**src/rtl/oled_pixel_streamer.sv**
```systemverilog
// Raster-scans the panel, captures the colour returned for each coordinate and
// streams an address-window command followed by the frame's pixels over SPI mode 3.
module oled_pixel_streamer #(
   parameter int CLK_DIV    = 8,
   parameter int WIDTH      = 96,
   parameter int HEIGHT     = 64,
   parameter int GAP_CYCLES = 16
) (
   input  logic        clock,
   input  logic        reset,
   input  logic        enable,
   input  logic [15:0] pixel_data,
   output logic [6:0]  x,
   output logic [6:0]  y,
   output logic [12:0] pixel_index,
   output logic        cs_n,
   output logic        sclk,
   output logic        mosi,
   output logic        dc,
   output logic        frame_begin,
   output logic        busy
);

   localparam int DIV_W = (CLK_DIV > 1) ? $clog2(CLK_DIV) : 1;
   localparam int GAP_W = (GAP_CYCLES > 1) ? $clog2(GAP_CYCLES) : 1;
   localparam logic [DIV_W-1:0] DIV_LAST = DIV_W'(CLK_DIV - 1);
   localparam logic [GAP_W-1:0] GAP_LAST = GAP_W'(GAP_CYCLES - 1);
   localparam logic [6:0]       X_LAST   = 7'(WIDTH - 1);
   localparam logic [6:0]       Y_LAST   = 7'(HEIGHT - 1);
   localparam logic [47:0]      CMD_SEQ  = {8'h15, 8'h00, 8'(WIDTH - 1),
                                            8'h75, 8'h00, 8'(HEIGHT - 1)};

   typedef enum logic [1:0] {IDLE, CMD, PIXELS, GAP} state_t;

   state_t           state, nxt_state;
   logic [DIV_W-1:0] div_cnt, nxt_div_cnt;
   logic [GAP_W-1:0] gap_cnt, nxt_gap_cnt;
   logic [5:0]       bit_cnt, nxt_bit_cnt;
   logic [14:0]      shreg, nxt_shreg;
   logic [6:0]       nxt_x, nxt_y, adv_x, adv_y;
   logic [12:0]      nxt_pixel_index, adv_index;
   logic             nxt_cs_n, nxt_sclk, nxt_mosi, nxt_dc, nxt_frame_begin, nxt_busy;
   logic             phase_end, start_frame, load_word, x_last, y_last;

   assign phase_end = (div_cnt == DIV_LAST);
   assign x_last    = (x == X_LAST);
   assign y_last    = (y == Y_LAST);
   assign adv_x     = x_last ? 7'd0 : x + 7'd1;
   assign adv_y     = x_last ? (y_last ? 7'd0 : y + 7'd1) : y;
   assign adv_index = (x_last && y_last) ? 13'd0 : pixel_index + 13'd1;

   always_comb begin
      nxt_state       = state;
      nxt_div_cnt     = div_cnt;
      nxt_gap_cnt     = gap_cnt;
      nxt_bit_cnt     = bit_cnt;
      nxt_shreg       = shreg;
      nxt_x           = x;
      nxt_y           = y;
      nxt_pixel_index = pixel_index;
      nxt_cs_n        = cs_n;
      nxt_sclk        = sclk;
      nxt_mosi        = mosi;
      nxt_dc          = dc;
      nxt_frame_begin = 1'b0;
      start_frame     = 1'b0;
      load_word       = 1'b0;

      case (state)
         IDLE: start_frame = enable;
         CMD, PIXELS: begin
            if (!phase_end) begin
               nxt_div_cnt = div_cnt + 1'b1;
            end else begin
               nxt_div_cnt = '0;
               if (!sclk) begin
                  nxt_sclk = 1'b1;
               end else if (bit_cnt != 6'd0) begin
                  nxt_sclk    = 1'b0;
                  nxt_bit_cnt = bit_cnt - 6'd1;
                  if (state == CMD) begin
                     nxt_mosi = CMD_SEQ[bit_cnt - 6'd1];
                  end else begin
                     nxt_mosi  = shreg[14];
                     nxt_shreg = {shreg[13:0], 1'b0};
                  end
               // pixel_index wraps to 0 only when the last pixel has been loaded
               end else if (state == CMD || pixel_index != 13'd0) begin
                  load_word = 1'b1;
               end else begin
                  nxt_state   = GAP;
                  nxt_gap_cnt = '0;
                  nxt_cs_n    = 1'b1;
                  nxt_sclk    = 1'b1;
                  nxt_dc      = 1'b0;
                  nxt_mosi    = 1'b0;
               end
            end
         end
         GAP: begin
            if (gap_cnt != GAP_LAST) begin
               nxt_gap_cnt = gap_cnt + 1'b1;
            end else if (enable) begin
               start_frame = 1'b1;
            end else begin
               nxt_state   = IDLE;
               nxt_gap_cnt = '0;
            end
         end
         default: nxt_state = IDLE;
      endcase

      if (start_frame) begin
         nxt_state       = CMD;
         nxt_cs_n        = 1'b0;
         nxt_dc          = 1'b0;
         nxt_sclk        = 1'b0;
         nxt_frame_begin = 1'b1;
         nxt_div_cnt     = '0;
         nxt_bit_cnt     = 6'd47;
         nxt_mosi        = CMD_SEQ[47];
         nxt_x           = 7'd0;
         nxt_y           = 7'd0;
         nxt_pixel_index = 13'd0;
      end

      // Capture this pixel's colour and move x/y on so the generator settles for a whole word
      if (load_word) begin
         nxt_state       = PIXELS;
         nxt_dc          = 1'b1;
         nxt_sclk        = 1'b0;
         nxt_bit_cnt     = 6'd15;
         nxt_mosi        = pixel_data[15];
         nxt_shreg       = pixel_data[14:0];
         nxt_x           = adv_x;
         nxt_y           = adv_y;
         nxt_pixel_index = adv_index;
      end

      nxt_busy = (nxt_state != IDLE);
   end

   always_ff @(posedge clock) begin
      if (reset) begin
         state       <= IDLE;
         div_cnt     <= '0;
         gap_cnt     <= '0;
         bit_cnt     <= '0;
         shreg       <= '0;
         x           <= '0;
         y           <= '0;
         pixel_index <= '0;
         cs_n        <= 1'b1;
         sclk        <= 1'b1;
         mosi        <= 1'b0;
         dc          <= 1'b0;
         frame_begin <= 1'b0;
         busy        <= 1'b0;
      end else begin
         state       <= nxt_state;
         div_cnt     <= nxt_div_cnt;
         gap_cnt     <= nxt_gap_cnt;
         bit_cnt     <= nxt_bit_cnt;
         shreg       <= nxt_shreg;
         x           <= nxt_x;
         y           <= nxt_y;
         pixel_index <= nxt_pixel_index;
         cs_n        <= nxt_cs_n;
         sclk        <= nxt_sclk;
         mosi        <= nxt_mosi;
         dc          <= nxt_dc;
         frame_begin <= nxt_frame_begin;
         busy        <= nxt_busy;
      end
   end

endmodule

```
**config.mk**
```make
export PLATFORM = sky130hd
export DESIGN_NAME = oled_pixel_streamer
export DESIGN_NICKNAME = d
export VERILOG_FILES = /design/src/rtl/oled_pixel_streamer.sv
export SDC_FILE = /design/constraint.sdc
export NUM_CORES = 1
export LEC_CHECK = 0
export ABC_AREA = 1
export CAP_MARGIN = 30
export CELL_PAD_IN_SITES_DETAIL_PLACEMENT = 1
export CELL_PAD_IN_SITES_GLOBAL_PLACEMENT = 2
export CORE_ASPECT_RATIO = 1.1
export CORE_UTILIZATION = 32
export DETAILED_ROUTE_END_ITERATION = 12
export HOLD_SLACK_MARGIN = 0.05
export PLACE_DENSITY = 0.95
export SLEW_MARGIN = 30
export SYNTH_ARGS = -nofsm -noshare
export SYNTH_HDL_FRONTEND = slang
export SYNTH_SLANG_ARGS = --single-unit
```
**constraint.sdc**
```tcl
create_clock -name clock -period 4.8 [get_ports clock]
set_clock_uncertainty 0.15 [all_clocks]
set_input_delay 0.96 -clock clock [delete_from_list [all_inputs] [get_ports clock]]
set_output_delay 0.96 -clock clock [all_outputs]
set_load 0.05 [all_outputs]
```
# Word level (Yosys, flattened, before mapping)

Memory sizes are Yosys's and may differ from the RTL's.
Cells that the tools add are included.

Flip-flop bits (word level): 63
Bits in read-only memories: 64
Output and inout bits: 33
Logic and storage cells: 151
Memories: 1

Add/subtract/negate cells: 6
Order comparisons: 1
Equality and inequality tests: 19
Multiplexer cells: 74
Reductions and logical operators: 34

Memory list:

| memory           | words | bits a word | read ports | clocked after memory_dff | write ports | line | source |
|---|---|---|---|---|---|---|---|
| (name not given) | 64    | 1           | 1          | 0                        | 0           | 82   | `nxt_mosi = CMD_SEQ[bit_cnt - 6'd1];` |

Operators with widths:

| cell                    | number |
|---|---|
| $mux W15                | 6 |
| $mux W7                 | 6 |
| $mux W13                | 3 |
| $mux W1                 | 35 |
| $mux W6                 | 5 |
| $mux W4                 | 7 |
| $reduce_bool A2 Y1      | 11 |
| $mux W2                 | 8 |
| $reduce_and A4 Y1       | 4 |
| $reduce_and A5 Y1       | 3 |
| $add A7 B1 Y7 const B   | 2 |
| $ne A2 B2 Y1 const B    | 7 |
| $add A13 B1 Y13 const B | 1 |
| $reduce_bool A13 Y1     | 1 |
| $reduce_bool A3 Y1      | 4 |
| $ne A3 B3 Y1 const B    | 3 |
| $ne A4 B4 Y1 const B    | 2 |
| $pmux W4 S2             | 1 |
| $eq A7 B6 Y1 const B    | 1 |
| $eq A7 B7 Y1 const B    | 1 |
| $lt A6 B7 Y1 const B    | 1 |
| $reduce_and A6 Y1       | 1 |
| $reduce_bool A6 Y1      | 1 |
| $reduce_or A2 Y1        | 3 |
| 15 further kinds        | 17 |

# Longest topological paths before layout

Word-level depth: 10
Depth in mapped cells: 14
Gate-level depth less buffers: 14

# Worst setup path after synthesis

OpenSTA, ideal clock, no wires.

Kind: reg2reg
Start: register x[1]
End: register pixel_index[9]
Library setup time: 0.122 ns
Arrival time: 1.902 ns
Required time: 4.528 ns
Slack: 2.627 ns
Cell stages (with the launch flop): 11
Buffers on the path: 0
Period minus slack after synthesis: 2.173 ns
Cells stage by stage: dfxtp_1 > ha_1 > nand3_1 > inv_1 > nand3_1 > nor2_1 > nand2_1 > nand2_1 > inv_2 > o21ai_0 > a21oi_1

Word-level cells in the longest chain between the ends: 4

Ends and longest elaborated chain:

| element                | line | source |
|---|---|---|
| start, declared        | 13   | `output logic [6:0] x,` |
| start signal, assigned | 165  | `x <= nxt_x;` |
| $eq A7 B7 Y1           | 46   | `assign x_last = (x == X_LAST);` |
| $logic_and A1 B1 Y1    | 50   | `assign adv_index = (x_last && y_last) ? 13'd0 : pixel_index + 13'd1;` |
| $mux W13               | 50   |  |
| $mux W13               | 128  | `if (load_word) begin` |
| end signal, assigned   | 167  | `pixel_index <= nxt_pixel_index;` |
| end, declared          | 15   | `output logic [12:0] pixel_index,` |

Every way passes these cells.
A chain may end at the register's enable or synchronous reset.

==> impl_metrics.toml <==
[global_routing]
grt_usage_pct = 18.63
grt_pass1_wl_mm = 17.93
antenna_found_initial = 0
grt_max_degree = 42
grt_pass1_vias = 3829
grt-ovfl-total = 0

[setup_path]
startpoint_type = "input port"
worst_r2r_startpoint = "bit_cnt[0]"
rr_worst_depth = 12
r2r-end = "pixel_index[3]"
critPathLaunch = "reset"
end_kind = "flop"
crit_end = "pixel_index[6]"
worstSetupPathType = "in -> reg"
rrSetupSlack_ns = 1.94
arrival_ns = 3.07
path_max_fanout = 31
cp.required_ns = 4.87

[place]
io_buffers = 51
dpl_cell_area_um2 = 4263
dp_hpwl_mm = 7.620
finalWeightedCongestion = 0.8561

[timing]
worstMarginPinSlew_ns = 0.8241
hold_viol = 0
fin_crit_ns = 2.999
slew_violations = 0
grt_setup_unrepaired = "no"
fin_setup_tns_ns = 0
relSlewSlack_pct = 44.72
finalCritPeriodShare_pct = 62.49
finalSetupViolations = 0
fmax_mhz = 333.4

[yosys]
yosysUniqueCellTypes = 33
ys_seq_area_share_pct = 34.49
synth.avg_cell_area_um2 = 6.450
postSynthRegisterBits = 63
ys_warn_count = 0
syn_inst = 567
synth_fp_nets = 600
mappedNetlistArea_um2 = 3657

[power_and_ir_drop]
pwr-share-comb_pct = 14.9
p_leak_nw = 1.952
power_frac_seq_pct = 37.7
p_switching_uw = 403.3
ir_drop_v = 0.0002070
p_per_area_nw_per_um2 = 320.2
pwr-share-clk_pct = 47.4
switching_share_pct = 27.52
intPower_mw = 1.062

[clocking]
clkSinkCount = 63
post_cts_resized = 0
path_clk_slew_ns = 0.05
cts_setup_buffers = 0
tritoncts = "yes"
cts_buffers = 9
clk_path_buf_depth = 2
clk_latency_ns = 0.33
cts_htree_levels = 3
hold_buffers = 0
cts_root_buf = "clkbuf_16"

[finish]
drive_gt1_share_pct = 6.139
syn_to_final_growth_pct = 25.15
multiInputGateArea_um2 = 2029
nets = 647
final_common_cell = "nand2_1"
diodes = 0
final_cell_mix = "nand2_1, nor2_1, inv_1, dfxtp_1, clkdlybuf4s50_1"
fillCellCount = 1471
stdcell_area_um2 = 4577
regArea_um2 = 1261

[floorplan]
rows = 40
initial_core_util_pct = 33.22
die_w_um = 103.9
coreArea_um2 = 11010
ios = 52
die_area_um2 = 11860
die_h_um = 114.1

[min_path]
hp-class = "reg -> reg"

[drt]
drtPass1Iterations = 4
routed_via_density = 4.856
ant_nets = 0
dr.first_iter.drc_count = 76
vias = 3720
drt-total-wl_mm = 10.45
drc_errors = 0
wire_per_inst_um = 13.64

[run]
drv_cap = 0

[status]
status = "complete, no violations"
[synthesized netlist by cell type, drive strengths merged]
cell    count  area, um^2
xor2        2       17.52
o21a        1       7.510
clkinv      1       3.750
inv        71       266.5
nand3b      1       7.510
nor2       68       280.3
o211ai      2       15.01
dfxtp      63        1261
o22ai       1       6.260
ha         14       175.2
clkbuf      6       22.52
nand4      15       93.84
a31o        1       8.760
xnor2       1       8.760
a21oi      43       215.2
nor3b       2       15.01
o21ai      35       186.4
buf        10       73.81
nand3      45       272.8
nand2     172       650.6
nor3       10       50.05
and2        1       6.260
or2         2       12.51
[critical path: stages]
cell and delay [ns]:
clkdlybuf4s50_1 0.45, buf_4 0.34, clkinv_1 0.76, o21ai_0 0.32, o21ai_1 0.11, o21a_1 0.11
[how the worst min path moves through the flow]
stage | startpoint | endpoint | slack [ns] | depth (start not counted)
after floorplan | gap_cnt[3] | gap_cnt[3] | 0.29 | 2
after global placement | gap_cnt[3] | gap_cnt[3] | 0.30 | 2
after detailed placement | gap_cnt[3] | gap_cnt[3] | 0.31 | 2
after CTS | gap_cnt[3] | gap_cnt[3] | 0.32 | 2
after global routing | div_cnt[1] | div_cnt[1] | 0.35 | 2
final | gap_cnt[3] | gap_cnt[3] | 0.32 | 2
[routing by layer]
metal  vias up  wire (um)  GRT usage [%]
met5         -          0              0
met4         0        125          5.619
met3        11        255          3.472
met2        39       5308          34.53
met1      1757       4762          21.77
li1       1913          -              -
[sequential cells by signal (all words and copies together), names as in the netlist]
signal       count
frame_begin      1
mosi             1
bit_cnt          6
pixel_index     13
cs_n             1
gap_cnt          4
state            2
y                7
x                7
div_cnt          3
shreg           15
dc               1
busy             1
sclk             1
[power by group through the flow]
stage	Sequential (mW)	Clock [mW]	Combinational, mW
5_1_grt	0.555	0.726	0.244
2_1_floorplan	0.584	0	0.128
6_report	0.553	0.695	0.218
4_1_cts	0.553	0.705	0.221
3_5_place_dp	0.564	0	0.219
3_3_place_gp	0.563	0	0.212
[kinds of logic (layout without fill, tap and decap cells)]
logic type,after synthesis,after routing,share of synthesized area (%)
simple gates,316,316,37.97
xor+xnor,3,3,0.7186
compound gates,83,83,12.01
flops,63,63,34.49
fa+ha+maj,14,14,4.790
buf+inv,88,140,10.02
[area by class of cell]
cell class                 count  area share, %
clock buffer                  10          5.003
sequential                    63          27.56
timing repair buffer          52          11.32
inverter                      72          5.905
multi-input combinational    416          44.34
clock inverter                 6          1.859
tap                          147          4.019
[per-stage QoR]
step,total power [mW],util [%],cells,hold WS (ns),setup WS [ns]
finish,1.466,41.57,766,0.3165,1.801
global route,1.525,41.57,766,0.3484,1.484
CTS,1.480,41.57,766,0.3210,1.884
detailed placement,0.7828,38.72,750,0.3134,1.689
global placement,0.7754,38.72,750,0.3021,1.771
floorplan,0.7126,-,567,0.2910,2.627
Note: power is estimated with default switching activity, not from simulation.
